$ cat config.mk
export PLATFORM = sky130hd
export DESIGN_NAME = alu_result_fifo
export DESIGN_NICKNAME = d
export VERILOG_FILES = /design/src/rtl/alu_pkg.sv /design/src/rtl/sat_counter.sv /design/src/rtl/alu_result_fifo.sv
export SDC_FILE = /design/constraint.sdc
export NUM_CORES = 1
export LEC_CHECK = 0
export BUFFER_PORTS_ARGS = -buffer_cell sky130_fd_sc_hd__buf_4
export CAP_MARGIN = 20
export CELL_PAD_IN_SITES_DETAIL_PLACEMENT = 1
export CELL_PAD_IN_SITES_GLOBAL_PLACEMENT = 2
export CORE_UTILIZATION = 31
export CTS_CLUSTER_DIAMETER = 80
export DETAILED_ROUTE_END_ITERATION = 6
export GPL_TIMING_DRIVEN = 0
export PLACE_DENSITY = 0.73
export SLEW_MARGIN = 20
export SYNTH_ARGS = -nofsm -noshare
export SYNTH_HDL_FRONTEND = slang
export SYNTH_SLANG_ARGS = --single-unit
$ cat constraint.sdc
create_clock -name i_clk -period 4.2 [get_ports i_clk]
set_input_delay 0.21 -clock i_clk [delete_from_list [all_inputs] [get_ports i_clk]]
set_output_delay 0.21 -clock i_clk [all_outputs]
set_load 0.005 [all_outputs]
$ cat src/rtl/alu_pkg.sv
`default_nettype none
// ============================================================================
// Module      : alu_pkg
// Description : Shared ALU flag layout used by the result FIFO and its users.
// Revision    : 1.0 - initial release
// ============================================================================
package alu_pkg;

    localparam int FLAG_W   = 4;
    localparam int FLAG_ERR = 0;
    localparam int FLAG_NEG = 1;
    localparam int FLAG_POS = 2;
    localparam int FLAG_OVF = 3;

    typedef logic [FLAG_W-1:0] flag_t;

    // True when the flag word reports either error or overflow.
    function automatic logic flag_is_fault(input flag_t f);
        return f[FLAG_ERR] | f[FLAG_OVF];
    endfunction

endpackage : alu_pkg
`default_nettype wire

$ cat src/rtl/sat_counter.sv
`default_nettype none
// ============================================================================
// Module      : sat_counter
// Description : Up-counter that sticks at all-ones; clear beats increment.
// Revision    : 1.0 - initial release
// ============================================================================
module sat_counter #(
    parameter int CNT_W = 8
) (
    input  logic             clk,
    input  logic             rstn,
    input  logic             inc,
    input  logic             clr,
    output logic [CNT_W-1:0] value
);

    logic w_at_max;

    assign w_at_max = &value;

    always_ff @(posedge clk) begin
        if (!rstn) begin
            value <= '0;
        end else if (clr) begin
            value <= '0;
        end else if (inc && !w_at_max) begin
            value <= value + 1'b1;
        end
    end

endmodule : sat_counter
`default_nettype wire

$ cat src/rtl/alu_result_fifo.sv
`default_nettype none
// ============================================================================
// Module      : alu_result_fifo
// Description : Small FIFO buffering ALU results and flags, with err/overflow
//               statistics counters.
// Revision    : 1.0 - initial release
// ============================================================================
module alu_result_fifo
    import alu_pkg::*;
#(
    parameter int WIDTH = 4,
    parameter int DEPTH = 4,
    parameter int CNT_W = 8
) (
    input  logic                       i_clk,
    input  logic                       i_rstn,
    input  logic [WIDTH-1:0]           i_result,
    input  logic [FLAG_W-1:0]          i_flag,
    input  logic                       i_valid,
    output logic                       o_ready,
    output logic                       o_valid,
    input  logic                       i_ready,
    output logic [WIDTH-1:0]           o_result,
    output logic [FLAG_W-1:0]          o_flag,
    output logic [$clog2(DEPTH):0]     o_count,
    input  logic                       i_flush,
    input  logic                       i_clr,
    output logic [CNT_W-1:0]           o_err_cnt,
    output logic [CNT_W-1:0]           o_ovf_cnt
);

    localparam int AW = $clog2(DEPTH);
    localparam logic [AW:0] c_FULL = (AW+1)'(DEPTH);

    logic [WIDTH-1:0]  r_res_mem  [DEPTH];
    logic [FLAG_W-1:0] r_flag_mem [DEPTH];
    logic [AW-1:0]     r_wptr;
    logic [AW-1:0]     r_rptr;
    logic [AW:0]       r_count;

    logic w_wr;
    logic w_rd;
    logic w_err_inc;
    logic w_ovf_inc;

    assign o_ready = (r_count != c_FULL);
    assign o_valid = (r_count != '0);
    assign o_count = r_count;

    assign w_wr = i_valid & o_ready;
    assign w_rd = o_valid & i_ready;

    assign o_result = o_valid ? r_res_mem[r_rptr]  : '0;
    assign o_flag   = o_valid ? r_flag_mem[r_rptr] : '0;

    // Storage is not reset; occupancy alone decides what is visible.
    always_ff @(posedge i_clk) begin
        if (i_rstn && !i_flush && w_wr) begin
            r_res_mem[r_wptr]  <= i_result;
            r_flag_mem[r_wptr] <= i_flag;
        end
    end

    always_ff @(posedge i_clk) begin
        if (!i_rstn || i_flush) begin
            r_wptr  <= '0;
            r_rptr  <= '0;
            r_count <= '0;
        end else begin
            if (w_wr) begin
                r_wptr <= r_wptr + 1'b1;
            end
            if (w_rd) begin
                r_rptr <= r_rptr + 1'b1;
            end
            case ({w_wr, w_rd})
                2'b10:   r_count <= r_count + 1'b1;
                2'b01:   r_count <= r_count - 1'b1;
                default: r_count <= r_count;
            endcase
        end
    end

    // A write discarded by flush must not be counted either.
    assign w_err_inc = w_wr & ~i_flush & i_flag[FLAG_ERR];
    assign w_ovf_inc = w_wr & ~i_flush & i_flag[FLAG_OVF];

    sat_counter #(
        .CNT_W (CNT_W)
    ) u_err_cnt (
        .clk   (i_clk),
        .rstn  (i_rstn),
        .inc   (w_err_inc),
        .clr   (i_clr),
        .value (o_err_cnt)
    );

    sat_counter #(
        .CNT_W (CNT_W)
    ) u_ovf_cnt (
        .clk   (i_clk),
        .rstn  (i_rstn),
        .inc   (w_ovf_inc),
        .clr   (i_clr),
        .value (o_ovf_cnt)
    );

endmodule : alu_result_fifo
`default_nettype wire
==> out/metrics.yaml <==
status:
  status: "complete, no violations"
synthesis:
  yosys_warnings: 0
  syn_area_sq_um: 2540
  syn_nets: 223
  ys_types: 42
  synth_cells: 201
  ys_seq_area_share_pct: 57.5
  avgSynthCellArea_sq_um: 12.6
  synth-seq-cells: 57
critical_path:
  crit_path_start: "o_count[2]"
  crit_slowest_cell: "dfxtp_1"
  reg2reg_to: "o_count[2]"
  path_cells: "nor3b_2 > inv_2 > nand2_1 > ha_1 > inv_1 > fa_1 > xor2_1 > or3_1 > a21oi_1"
  slowest_delay_ps: 380
  critical_path_class: "flip-flop to flip-flop"
  cp_max_fo: 7
  arrival_ps: 2680
  r2r-start: "o_count[2]"
  cp_top_family: "simple AND/OR/NAND/NOR gates"
  r2r.worst_path.cells: 9
  cp-start-kind: "flip-flop"
  crit_buf_inv: 2
  r2r_slack_ps: 1770
  endpoint_kind: "flip-flop"
  worstPathRequired_ps: 4460
clock_network:
  root_buffer: "clkbuf_8"
  hold_buffers: 0
  path_clk_slew_ps: 70
  cts.sinks: 57
  numCtsBuffers: 9
  ctsResizeCount: 0
  clk-insertion-delay-late_ps: 330
  cts_setup_buffers: 0
  cts_tree: "yes"
  clock_path_buffers: 2
  htree_num_levels: 3
die:
  io_pins: 43
  start_util_pct: 32.5
  dieArea_sq_um: 8560
  die_h_um: 92.5
  die_width_um: 92.5
  rows: 32
  fp.coreArea_sq_um: 7810
layout:
  finalInstanceArea_sq_um: 3200
  nets: 276
  fillers: 884
  area_growth_pct: 26.1
  drive_gt1_share_pct: 29.3
  diodes: 0
sta:
  clock_skew_ps: 4.75
  worst_pin_slew_ps: 536
  max_slew_margin_pct: 64.3
  tns_ps: 0
  setup_slack_ps: 1770
  hold_violations: 0
  rsz0062_at_grt: "no"
  min_period_over_period_pct: 57.8
  final.min_clock_period_ps: 2430
  drv_slew: 0
  setup_viol: 0
  fmax_mhz: 412
place:
  place_ws_ps: 1730
  placed_cell_area_sq_um: 2980
  io_buffers: 42
  gp_congestion: 0.679
  dp_hpwl_mm: 3.83
power:
  p_leak_nw: 1.14
  vdd_ir_drop_max_v: 0.000179
  finalPower_mw: 1.23
  power.density_nw_per_um2: 384
detailed_routing:
  wl_met1_mm: 2.54
  drc: 0
  top_layer: "met4"
  vias_per_cell: 4.87
  dr.first_iter.drc_count: 56
  wl_met3_um: 245
  drt_pass1_iterations: 4
  dr_wl_met2_mm: 2.51
  dr_total_vias: 1759
  routed_wl_mm: 5.39
  final_antenna_net_count: 0
  wire_per_inst_um: 14.9
global_route:
  grt_pass1_wl_mm: 8.86
  grt_overflow_total: 0
  antenna_found_initial: 0
  grt_usage_pct: 13.8
  grt_max_degree: 12
  grt_pass1_vias: 1778
worst_hold_path:
  hold_path_depth: 1
  min_path_type: "input pin to flip-flop"
  hp-start: "i_result[0]"
  min_to: "r_res_mem[0][0]"
run:
  timing.max_cap.violations: 0
-- routing by layer --
| metal | global-route usage (%) | up-vias |
|---|---|---|
| met5 | 0 | - |
| met3 | 3.53 | 8 |
| li1 | - | 864 |
| met2 | 21.9 | 41 |
| met1 | 17.4 | 846 |
| met4 | 6.64 | 0 |
-- cells in the final DEF, fill, tap and decap left out, types with 3 or more instances in the layout --
cell type | Yosys | layout
o31ai_1 | 6 | 6
inv_1 | 9 | 9
clkbuf_8 | 0 | 9
mux4_2 | 8 | 8
nand2_1 | 6 | 6
o21ai_0 | 5 | 5
a21oi_1 | 13 | 13
dfxtp_1 | 25 | 25
or4_1 | 6 | 6
nor2_1 | 9 | 9
edfxtp_1 | 32 | 32
xor2_1 | 3 | 3
and2_1 | 14 | 14
nand3_1 | 10 | 10
ha_1 | 7 | 7
clkbuf_1 | 4 | 4
nand2b_1 | 3 | 3
or3_1 | 4 | 4
buf_6 | 3 | 3
buf_4 | 0 | 42
-- cell usage after synthesis, drive strengths merged --
cell type	instances	area [sq um]
a211oi	1	7.51
a21oi	13	65.1
a31oi	2	12.5
and2	14	87.6
and3	2	12.5
and4	3	28.8
and4b	1	10.0
buf	5	43.8
clkbuf	4	15.0
dfxtp	25	500
edfxtp	32	961
fa	1	20.0
ha	7	87.6
inv	10	37.5
mux2i	1	10.0
mux4	8	180
nand2	6	22.5
nand2b	4	32.5
nand3	10	50.1
nand3b	2	15.0
nand4	1	6.26
nand4b	2	17.5
nor2	9	33.8
nor2b	1	6.26
nor3	2	10.0
nor3b	1	12.5
nor4	2	18.8
nor4b	1	8.76
o21a	1	7.51
o21ai	5	25.0
o311ai	2	17.5
o31ai	6	45.0
o41ai	2	17.5
or3	4	25.0
or4	6	45.0
xnor2	2	17.5
xor2	3	26.3
-- power breakdown --
group	switching, mW	internal (mW)	leakage [nW]
clock network	0.227	0.333	0.109
logic	0.0355	0.0343	0.540
registers	0.00391	0.595	0.491
total	0.266	0.962	1.14
-- state kept, by name (all words and copies together), names as in the netlist, named ones only --
register         count
r_wptr               2
r_flag_mem          16
r_rptr               2
o_count              3
r_res_mem           16
u_ovf_cnt.value      8
u_err_cnt.value      8
-- worst reg2reg max path: stages, from the launching register on --
cell,delay (ps)
dfxtp_1,380
nor3b_2,350
inv_2,160
nand2_1,200
ha_1,220
inv_1,60
fa_1,380
xor2_1,160
or3_1,310
a21oi_1,150
-- area by class of cell --
type | count | area [sq um] | share of cell area, %
Inverter | 10 | 37.5 | 1.17
Buffer | 9 | 58.8 | 1.84
Timing Repair Buffer | 42 | 315 | 9.85
Clock buffer | 9 | 124 | 3.87
Multi-Input combinational cell | 125 | 982 | 30.7
Sequential cell | 57 | 1460 | 45.6
Tap cell | 102 | 128 | 3.99
Clock inverter | 7 | 95.1 | 2.97
-- kinds of logic (layout without fill, tap and decap cells) --
logic type,count (synthesis),count (layout),synth area share [%]
DFF,57,57,57.5
and+or+nand+nor,71,71,17.4
xor gates and xnor gates,5,5,1.72
muxes,9,9,7.49
buffers and inverters,19,77,3.79
adders and majority gates,8,8,4.24
AOI/OAI and AO/OA,32,32,7.78
-- through the flow --
step / std cells / hold WS, ps / utilization (%)
after floorplan: 201 / 309 / -
after global placement: 345 / 415 / 38.2
after detailed placement: 345 / 418 / 38.2
after CTS: 361 / 71.3 / 41.0
after global routing: 361 / 60.7 / 41.0
final: 361 / 78.5 / 41.0
-- worst max-delay path by stage --
stage,endpoint,cells after the start
3_5_place_dp,o_count[2],9
6_report,o_count[2],9
4_1_cts,o_count[2],9
5_1_grt,o_count[2],9
2_1_floorplan,o_count[2],9
3_3_place_gp,o_count[2],9
No activity file was read; power rests on OpenSTA's default activity.
